## src/rtl/chocorrol_secuenciador.sv

```systemverilog
// ----------------------------------------------------------------------------
// chocorrol_secuenciador
//
// Instruction sequencer in front of the Chocorrol datapath. Incoming 20-bit
// instructions are buffered in a FIFO and issued one at a time. Each issued
// instruction is held on DP_INSTR for LATENCIA cycles, and then DP_RESULTADO
// is captured and offered on a valid/ready output channel. NOPs (MC=00) and
// illegal encodings are popped and dropped, so the datapath never sees them.
// Illegal encodings also raise a sticky ERROR_OP flag.
//
// Instruction layout: {MC[19:18], OP1[17:13], ALUC[12:10], OP2[9:5], MB[4:0]}
//
// Ports:
//   CLK            in   clock, rising edge
//   RST            in   synchronous active-high reset
//   IN_VALIDO      in   producer offers IN_INSTR
//   IN_LISTO       out  FIFO not full (push happens on IN_VALIDO & IN_LISTO)
//   IN_INSTR       in   20-bit instruction
//   DP_INSTR       out  instruction presented to the datapath
//   DP_EN          out  one-cycle issue strobe
//   DP_RESULTADO   in   datapath result
//   OUT_VALIDO     out  captured result available
//   OUT_LISTO      in   consumer accepts the result
//   OUT_RESULTADO  out  captured result
//   OUT_MC         out  MC field of the instruction that produced the result
//   CUENTA         out  FIFO occupancy
//   ERROR_OP       out  sticky: an illegal instruction was dropped
// ----------------------------------------------------------------------------
module chocorrol_secuenciador #(
    parameter int PROFUNDIDAD = 8,
    parameter int LATENCIA    = 2
) (
    input  logic                           CLK,
    input  logic                           RST,
    input  logic                           IN_VALIDO,
    output logic                           IN_LISTO,
    input  logic [19:0]                    IN_INSTR,
    output logic [19:0]                    DP_INSTR,
    output logic                           DP_EN,
    input  logic [31:0]                    DP_RESULTADO,
    output logic                           OUT_VALIDO,
    input  logic                           OUT_LISTO,
    output logic [31:0]                    OUT_RESULTADO,
    output logic [1:0]                     OUT_MC,
    output logic [$clog2(PROFUNDIDAD):0]   CUENTA,
    output logic                           ERROR_OP
);

    localparam int AW = $clog2(PROFUNDIDAD);
    localparam int CW = AW + 1;
    // Wait counter only needs to hold LATENCIA-1.
    localparam int LW = (LATENCIA > 1) ? $clog2(LATENCIA) : 1;

    typedef enum logic [1:0] {
        ST_IDLE    = 2'b00,
        ST_EMITIR  = 2'b01,
        ST_ESPERA  = 2'b10,
        ST_ENTREGA = 2'b11
    } estado_t;

    // Legal: MC is 01 or 10, and ALUC is any code except 011 and 101.
    function automatic logic f_es_legal(input logic [1:0] mc, input logic [2:0] aluc);
        logic mc_ok;
        logic aluc_ok;
        mc_ok   = (mc == 2'b01) || (mc == 2'b10);
        aluc_ok = (aluc != 3'b011) && (aluc != 3'b101);
        return mc_ok && aluc_ok;
    endfunction

    // FIFO storage and bookkeeping
    logic [19:0]   r_mem [PROFUNDIDAD];
    logic [AW-1:0] r_wr_ptr;
    logic [AW-1:0] r_rd_ptr;
    logic [CW-1:0] r_cuenta;

    // Sequencer state and registered outputs
    estado_t       r_estado;
    logic [LW-1:0] r_espera;
    logic [19:0]   r_dp_instr;
    logic          r_dp_en;
    logic          r_out_valido;
    logic [31:0]   r_out_res;
    logic [1:0]    r_out_mc;
    logic          r_error;

    // Combinational helpers and next-state values
    logic          w_lleno;
    logic          w_push;
    logic          w_pop;
    logic [19:0]   w_cabeza;
    logic          w_es_nop;
    logic          w_es_legal;
    estado_t       w_estado_sig;
    logic [LW-1:0] w_espera_sig;
    logic [19:0]   w_dp_instr_sig;
    logic          w_dp_en_sig;
    logic          w_out_valido_sig;
    logic [31:0]   w_out_res_sig;
    logic [1:0]    w_out_mc_sig;
    logic          w_error_sig;

    assign w_lleno    = (r_cuenta == CW'(PROFUNDIDAD));
    assign w_push     = IN_VALIDO && !w_lleno;
    // The head is consumed (issued or dropped) whenever IDLE sees a non-empty FIFO.
    assign w_pop      = (r_estado == ST_IDLE) && (r_cuenta != {CW{1'b0}});
    assign w_cabeza   = r_mem[r_rd_ptr];
    assign w_es_nop   = (w_cabeza[19:18] == 2'b00);
    assign w_es_legal = f_es_legal(w_cabeza[19:18], w_cabeza[12:10]);

    assign IN_LISTO      = !w_lleno;
    assign DP_INSTR      = r_dp_instr;
    assign DP_EN         = r_dp_en;
    assign OUT_VALIDO    = r_out_valido;
    assign OUT_RESULTADO = r_out_res;
    assign OUT_MC        = r_out_mc;
    assign CUENTA        = r_cuenta;
    assign ERROR_OP      = r_error;

    // FIFO data write; storage needs no reset because occupancy gates every read.
    always_ff @(posedge CLK) begin
        if (w_push) begin
            r_mem[r_wr_ptr] <= IN_INSTR;
        end
    end

    // FIFO pointers and occupancy; pointers wrap naturally at the power-of-2 depth.
    always_ff @(posedge CLK) begin
        if (RST) begin
            r_wr_ptr <= {AW{1'b0}};
            r_rd_ptr <= {AW{1'b0}};
            r_cuenta <= {CW{1'b0}};
        end else begin
            if (w_push) begin
                r_wr_ptr <= r_wr_ptr + AW'(1);
            end
            if (w_pop) begin
                r_rd_ptr <= r_rd_ptr + AW'(1);
            end
            case ({w_push, w_pop})
                2'b10:   r_cuenta <= r_cuenta + CW'(1);
                2'b01:   r_cuenta <= r_cuenta - CW'(1);
                default: r_cuenta <= r_cuenta;
            endcase
        end
    end

    // Next-state and next-output logic for the sequencer.
    always_comb begin
        w_estado_sig     = r_estado;
        w_espera_sig     = r_espera;
        w_dp_instr_sig   = r_dp_instr;
        w_dp_en_sig      = 1'b0;
        w_out_valido_sig = r_out_valido;
        w_out_res_sig    = r_out_res;
        w_out_mc_sig     = r_out_mc;
        w_error_sig      = r_error;
        case (r_estado)
            ST_IDLE: begin
                if (w_pop) begin
                    if (w_es_legal) begin
                        // DP_EN is registered, so it is high during EMITIR.
                        w_dp_instr_sig = w_cabeza;
                        w_dp_en_sig    = 1'b1;
                        w_estado_sig   = ST_EMITIR;
                    end else if (!w_es_nop) begin
                        w_error_sig = 1'b1;
                    end else begin
                        w_error_sig = r_error;
                    end
                end else begin
                    w_estado_sig = ST_IDLE;
                end
            end
            ST_EMITIR: begin
                w_espera_sig = LW'(LATENCIA - 1);
                w_estado_sig = ST_ESPERA;
            end
            ST_ESPERA: begin
                if (r_espera == {LW{1'b0}}) begin
                    w_out_res_sig    = DP_RESULTADO;
                    w_out_mc_sig     = r_dp_instr[19:18];
                    w_out_valido_sig = 1'b1;
                    w_estado_sig     = ST_ENTREGA;
                end else begin
                    w_espera_sig = r_espera - LW'(1);
                end
            end
            ST_ENTREGA: begin
                if (OUT_LISTO) begin
                    w_out_valido_sig = 1'b0;
                    w_estado_sig     = ST_IDLE;
                end else begin
                    w_estado_sig = ST_ENTREGA;
                end
            end
            default: begin
                w_estado_sig = ST_IDLE;
            end
        endcase
    end

    // State and output registers; reset discards any in-flight work.
    always_ff @(posedge CLK) begin
        if (RST) begin
            r_estado     <= ST_IDLE;
            r_espera     <= {LW{1'b0}};
            r_dp_instr   <= 20'd0;
            r_dp_en      <= 1'b0;
            r_out_valido <= 1'b0;
            r_out_res    <= 32'd0;
            r_out_mc     <= 2'b00;
            r_error      <= 1'b0;
        end else begin
            r_estado     <= w_estado_sig;
            r_espera     <= w_espera_sig;
            r_dp_instr   <= w_dp_instr_sig;
            r_dp_en      <= w_dp_en_sig;
            r_out_valido <= w_out_valido_sig;
            r_out_res    <= w_out_res_sig;
            r_out_mc     <= w_out_mc_sig;
            r_error      <= w_error_sig;
        end
    end

endmodule

```

## config.mk

```make
export PLATFORM = sky130hd
export DESIGN_NAME = chocorrol_secuenciador
export DESIGN_NICKNAME = d
export VERILOG_FILES = /design/src/rtl/chocorrol_secuenciador.sv
export SDC_FILE = /design/constraint.sdc
export NUM_CORES = 1
export LEC_CHECK = 0
export BUFFER_PORTS_ARGS = -buffer_cell sky130_fd_sc_hd__buf_4
export CAP_MARGIN = 25
export CORE_MARGIN = 2
export CORE_UTILIZATION = 40
export CTS_CLUSTER_DIAMETER = 30
export CTS_CLUSTER_SIZE = 24
export DETAILED_ROUTE_END_ITERATION = 12
export PLACE_DENSITY = 0.7
export RECOVER_POWER = 100
export SLEW_MARGIN = 25
export SYNTH_ARGS = -nofsm -noshare
export SYNTH_HDL_FRONTEND = slang
export SYNTH_SLANG_ARGS = --single-unit
```

## constraint.sdc

```tcl
create_clock -name CLK -period 6.9 [get_ports CLK]
set_clock_uncertainty 0.2 [all_clocks]
set_input_delay 1.035 -clock CLK [delete_from_list [all_inputs] [get_ports CLK]]
set_output_delay 1.035 -clock CLK [all_outputs]
set_load 0.01 [all_outputs]
```

After elaboration in Yosys (flattened, before gate mapping)

Memory sizes are Yosys's and may differ from the RTL's. A register that Yosys moved wholly into a read port is not among the register bits.
Cells that the tools add are included.
W data, S select, Z words.

Register bits after elaboration: 70
RAM bits: 160
Input bits: 56
Output and inout bits: 62
Word-level logic and storage cells: 69
Memories: 1

Add/subtract/negate cells: 5
Equality and inequality tests: 13
Multiplexer cells: 16
Bitwise logic cells: 5
Reductions and logical operators: 18

Memory list:

| memory | words | bits a word | rd ports | clocked after memory_dff | wr ports | line | source |
|---|---|---|---|---|---|---|---|
| r_mem  | 8     | 20          | 1        | 1                        | 1        | 71   | `logic [19:0] r_mem [PROFUNDIDAD];` |

Operators with widths:

| operator              | count |
|---|---|
| $eq A2 B2 Y1 const B  | 4 |
| $mux W2               | 4 |
| $pmux W2 S4           | 1 |
| $pmux W4 S2           | 1 |
| $add A3 B1 Y3 const B | 2 |
| $eq A2 B1 Y1 const B  | 3 |
| $mux W1               | 6 |
| $mux W3               | 2 |
| $ne A3 B3 Y1 const B  | 2 |
| $reduce_and A3 Y1     | 2 |
| $reduce_bool A2 Y1    | 3 |
| $not A1 Y1            | 5 |
| $add A4 B1 Y4 const B | 1 |
| $eq A4 B4 Y1 const B  | 1 |
| $logic_and A1 B1 Y1   | 4 |
| $logic_not A2 Y1      | 2 |
| $ne A2 B2 Y1 const B  | 2 |
| $pmux W1 S2           | 2 |
| $reduce_and A2 Y1     | 2 |
| $reduce_and A4 Y1     | 1 |
| $reduce_bool A4 Y1    | 1 |
| $sub A4 B1 Y4 const B | 1 |
| $ne A3 B2 Y1 const B  | 1 |
| $reduce_or A3 Y1      | 1 |
| 3 further kinds       | 3 |

Depth between registers and ports, before layout

Word-level depth: 6
Depth in mapped cells: 11

Worst setup path after synthesis

Ideal clock, no wire load.

Path kind: register to register
From: register r_cuenta[1], in the netlist CUENTA[1]
To: memory r_mem[0][0] (enable)
Arrival: 3.165 ns
Required time: 6.252 ns
Path slack: 3.087 ns
Stages on the path, launching flop included: 6
Path buffers: 2
Cell sequence: dfxtp_1 > clkbuf_1 > or4b_1 > clkbuf_1 > nand2_1 > nor4_1

Cells in the longest elaborated chain, start to end: 5

Ends and longest elaborated chain:

| what                          | line | source |
|---|---|---|
| from (decl)                   | 74   | `logic [CW-1:0] r_cuenta;` |
| from (signal assigned)        | 131  | `r_cuenta <= {CW{1'b0}};` |
| from (signal assigned)        | 140  | `2'b10: r_cuenta <= r_cuenta + CW'(1);` |
| from (signal assigned)        | 141  | `2'b01: r_cuenta <= r_cuenta - CW'(1);` |
| $eq A4 B4 Y1                  | 102  | `assign w_lleno = (r_cuenta == CW'(PROFUNDIDAD));` |
| $logic_not A1 Y1              | -    |  |
| named net IN_LISTO            | 36   | `output logic IN_LISTO,` |
| $logic_and A1 B1 Y1           | 103  | `assign w_push = IN_VALIDO && !w_lleno;` |
| $mux W1                       | 121  | `if (w_push) begin` |
| $mux W1 (not written as such) | 122  | `r_mem[r_wr_ptr] <= IN_INSTR;` |
| to (decl)                     | 71   |  |

The timed path passes the listed nets, and every way through them passes these cells.

==> results.sh <==
export IMPL_synth_edff_count=160
export IMPL_intPower_mw=3.47
export IMPL_seq_area_sq_um=6270
export IMPL_synth_nets=658
export IMPL_r2r_end="DP_INSTR[19]$_SDFFE_PP0P_"
export IMPL_path_cells="clkbuf_1 > nor2_1 > mux2_1"
export IMPL_area_growth_pct=24.8
export IMPL_p_sw_frac=0.278
export IMPL_clock_power_share=0.432
export IMPL_cts_setup_buffers=0
export IMPL_seqPwrFrac=0.368
export IMPL_clk_pin_slew_ns=0.05
export IMPL_critPathCaptureType="flip-flop"
export IMPL_rsz0062_at_grt="false"
export IMPL_drv_slew=156
export IMPL_cts_htree_levels=2
export IMPL_die_x_um=155
export IMPL_grt_pass1_vias=5399
export IMPL_yosysTopAreaCell="edfxtp_1"
export IMPL_cp_start_kind="input pin"
export IMPL_reg2reg_depth=7
export IMPL_max_freq_mhz=219
export IMPL_setup_ws_ns=2.34
export IMPL_final_fill_count=1927
export IMPL_insertion_delay_ns=0.51
export IMPL_synth_most_common_cell="edfxtp_1"
export IMPL_grt_pass1_wl_um=29400
export IMPL_tns_ns=0
export IMPL_cts_num_sinks=233
export IMPL_synthFlopType="edfxtp_1"
export IMPL_vias_per_cell=5.02
export IMPL_holdPathEnd="OUT_RESULTADO[2]$_SDFFE_PP0P_"
export IMPL_synth_top_area_frac=0.529
export IMPL_async_reset_ff_frac=0
export IMPL_drtIter0Drc=362
export IMPL_relSlewSlack=-1.79
export IMPL_p_sw_mw=1.33
export IMPL_cp_max_fo=92
export IMPL_ant_nets=0
export IMPL_timing_final_crit_period_ns=4.56
export IMPL_tritoncts="yes"
export IMPL_ioPinCount=118
export IMPL_synth_area_leaders="edfxtp_1 (53%), dfxtp_1 (16%), mux4_2 (9.9%)"
export IMPL_max_stage_delay_ns=2.83
export IMPL_grt_overflow_total=0
export IMPL_fin_nets=798
export IMPL_die_area_sq_um=23900
export IMPL_place_worst_setup_slack_ns=2.63
export IMPL_die_y_um=155
export IMPL_antenna_found_initial=1
export IMPL_grt_max_degree=93
export IMPL_hold_path_depth=2
export IMPL_crit_slowest_cell="clkbuf_1"
export IMPL_hold_buffers=0
export IMPL_synth_area_sq_um=9080
export IMPL_synth_common_cells="edfxtp_1 (160), nand2_1 (80), dfxtp_1 (73)"
export IMPL_power_frac_comb=0.200
export IMPL_worstPathArrival_ns=4.75
export IMPL_max_clock_path_buffers=3
export IMPL_multi_input_area_sq_um=2610
export IMPL_numCtsBuffers=42
export IMPL_port_buffers=117
export IMPL_dr_pass1_iters=4
export IMPL_antenna_cells=0
export IMPL_num_rows=55
export IMPL_cts_root_buf="clkbuf_16"
export IMPL_start_util=0.405
export IMPL_critical_path_class="input pin to flip-flop"
export IMPL_violations="max-capacitance violations, max-slew violations"
export IMPL_worst_pin_slew_ns=4.19
export IMPL_hpwl_um=10600
export IMPL_crit_required_ns=7.10
export IMPL_power_density_nw_per_um2=424
export IMPL_hold_violations=0
export IMPL_finalSetupViolations=0
export IMPL_ys_seq_elements=233
export IMPL_irDropWorstVdd_mv=0.201
export IMPL_drv_cap=5
export IMPL_drc_errors=0
export IMPL_totalWireLength_um=18800
export IMPL_p_leak_nw=3.83
export IMPL_hold_path_class="flip-flop to flip-flop"
export IMPL_layout_drive_gt1_share=0.211
export IMPL_synth_avg_cell_area_sq_um=15.3
export IMPL_globalplace_congestion=0.701
export IMPL_status="finished with violations"
export IMPL_yosys_cell_types_count=42
export IMPL_rrSetupSlack_ns=3.01
export IMPL_synth_cells=593
export IMPL_ys_seq_area_frac=0.690
export IMPL_yosysWarningCount=0
export IMPL_grt_usage=0.157
export IMPL_vias=5279
export IMPL_wl_per_cell_um=17.9
export IMPL_cts_resized=0
export IMPL_hp_start="OUT_RESULTADO[2]$_SDFFE_PP0P_"
export IMPL_coreArea_sq_um=22400
export IMPL_min_period_over_period=0.661
[worst max path at each step]
| stage | start | cells past startpoint | slack [ns] | endpoint |
|---|---|---|---|---|
| 2_1_floorplan | CUENTA[1]$_SDFFE_PP0P_ | 5 | 3.09 | r_mem[0][0]$_DFFE_PP_ |
| 3_3_place_gp | flip-flop | 7 | 2.74 | DP_INSTR[7]$_SDFFE_PP0P_ |
| 3_5_place_dp | flip-flop | 7 | 2.63 | DP_INSTR[2]$_SDFFE_PP0P_ |
| 4_1_cts | flip-flop | 7 | 2.60 | DP_INSTR[2]$_SDFFE_PP0P_ |
| 5_1_grt | RST | 3 | 1.78 | DP_INSTR[8]$_SDFFE_PP0P_ |
| 6_report | RST | 3 | 2.34 | DP_INSTR[9]$_SDFFE_PP0P_ |
[per-stage QoR]
stage / utilization / power, mW / cells / area (sq um) / hold slack (ns)
5_1_grt: 0.505 / 5.03 / 1051 / 11300 / 0.269
3_5_place_dp: 0.458 / 2.87 / 974 / 10300 / 0.247
2_1_floorplan: - / 2.54 / 593 / 9080 / 0.262
4_1_cts: 0.523 / 4.97 / 1051 / 11700 / 0.255
3_3_place_gp: 0.458 / 2.85 / 974 / 10300 / 0.243
6_report: 0.505 / 4.80 / 1051 / 11300 / 0.252
[layout make-up]
type	instances	area share
Clock buffer	47	0.0963
Clock inverter	30	0.0315
Inverter	5	0.00166
Multi-Input combinational cell	321	0.231
Sequential cell	233	0.553
Tap cell	285	0.0315
Timing Repair Buffer	130	0.0556
[sequential cells by signal, summed over array words and instances, names as in the netlist, named ones only]
signal	flops
r_wr_ptr	3
r_estado	2
DP_EN	1
OUT_MC	2
r_espera	1
r_rd_ptr	3
OUT_VALIDO	1
ERROR_OP	1
CUENTA	4
OUT_RESULTADO	32
r_mem	160
DP_INSTR	20
[critical path, delay by kind of cell]
kind,cells,cell delay [ns]
and+or+nand+nor,1,0.27
buffers and inverters,1,2.83
muxes,1,0.47
[routing by layer]
metal | global-route usage | routed length [um]
met1 | 0.205 | 8450
met2 | 0.250 | 8640
met3 | 0.0482 | 1370
met4 | 0.0534 | 321
met5 | 0 | 13
[power by group through the flow]
stage	clock network [mW]	registers, mW	logic (mW)
CTS	2.12	1.77	1.08
global route	2.18	1.79	1.06
detailed placement	0	1.80	1.07
finish	2.07	1.77	0.959
floorplan	0	1.79	0.746
global placement	0	1.79	1.05
[cell families (layout without fill, tap and decap cells)]
group                      count (synthesis)  in the layout  share of synthesized area
AOI/OAI and AO/OA                         65             65                     0.0404
xor gates and xnor gates                   8              8                    0.00855
adders and majority gates                  9              9                     0.0124
buffers and inverters                     39            212                     0.0204
DFF                                      233            233                      0.690
muxes                                     80             80                      0.151
and+or+nand+nor                          159            159                     0.0773
[layout by cell type, fill, tap and decap left out, drive strengths merged, types with 7 or more instances in the layout]
cell,netlist,layout
clkbuf,22,139
buf,12,38
nand2,80,80
mux2,20,20
inv,5,11
nor3,7,7
nor2,35,35
edfxtp,160,160
o21ai,9,9
dfxtp,73,73
nor2b,19,19
a21oi,46,46
mux4,40,40
ha,9,9
mux2i,20,20
clkinv,0,13
No activity file was read; power rests on OpenSTA's default activity.
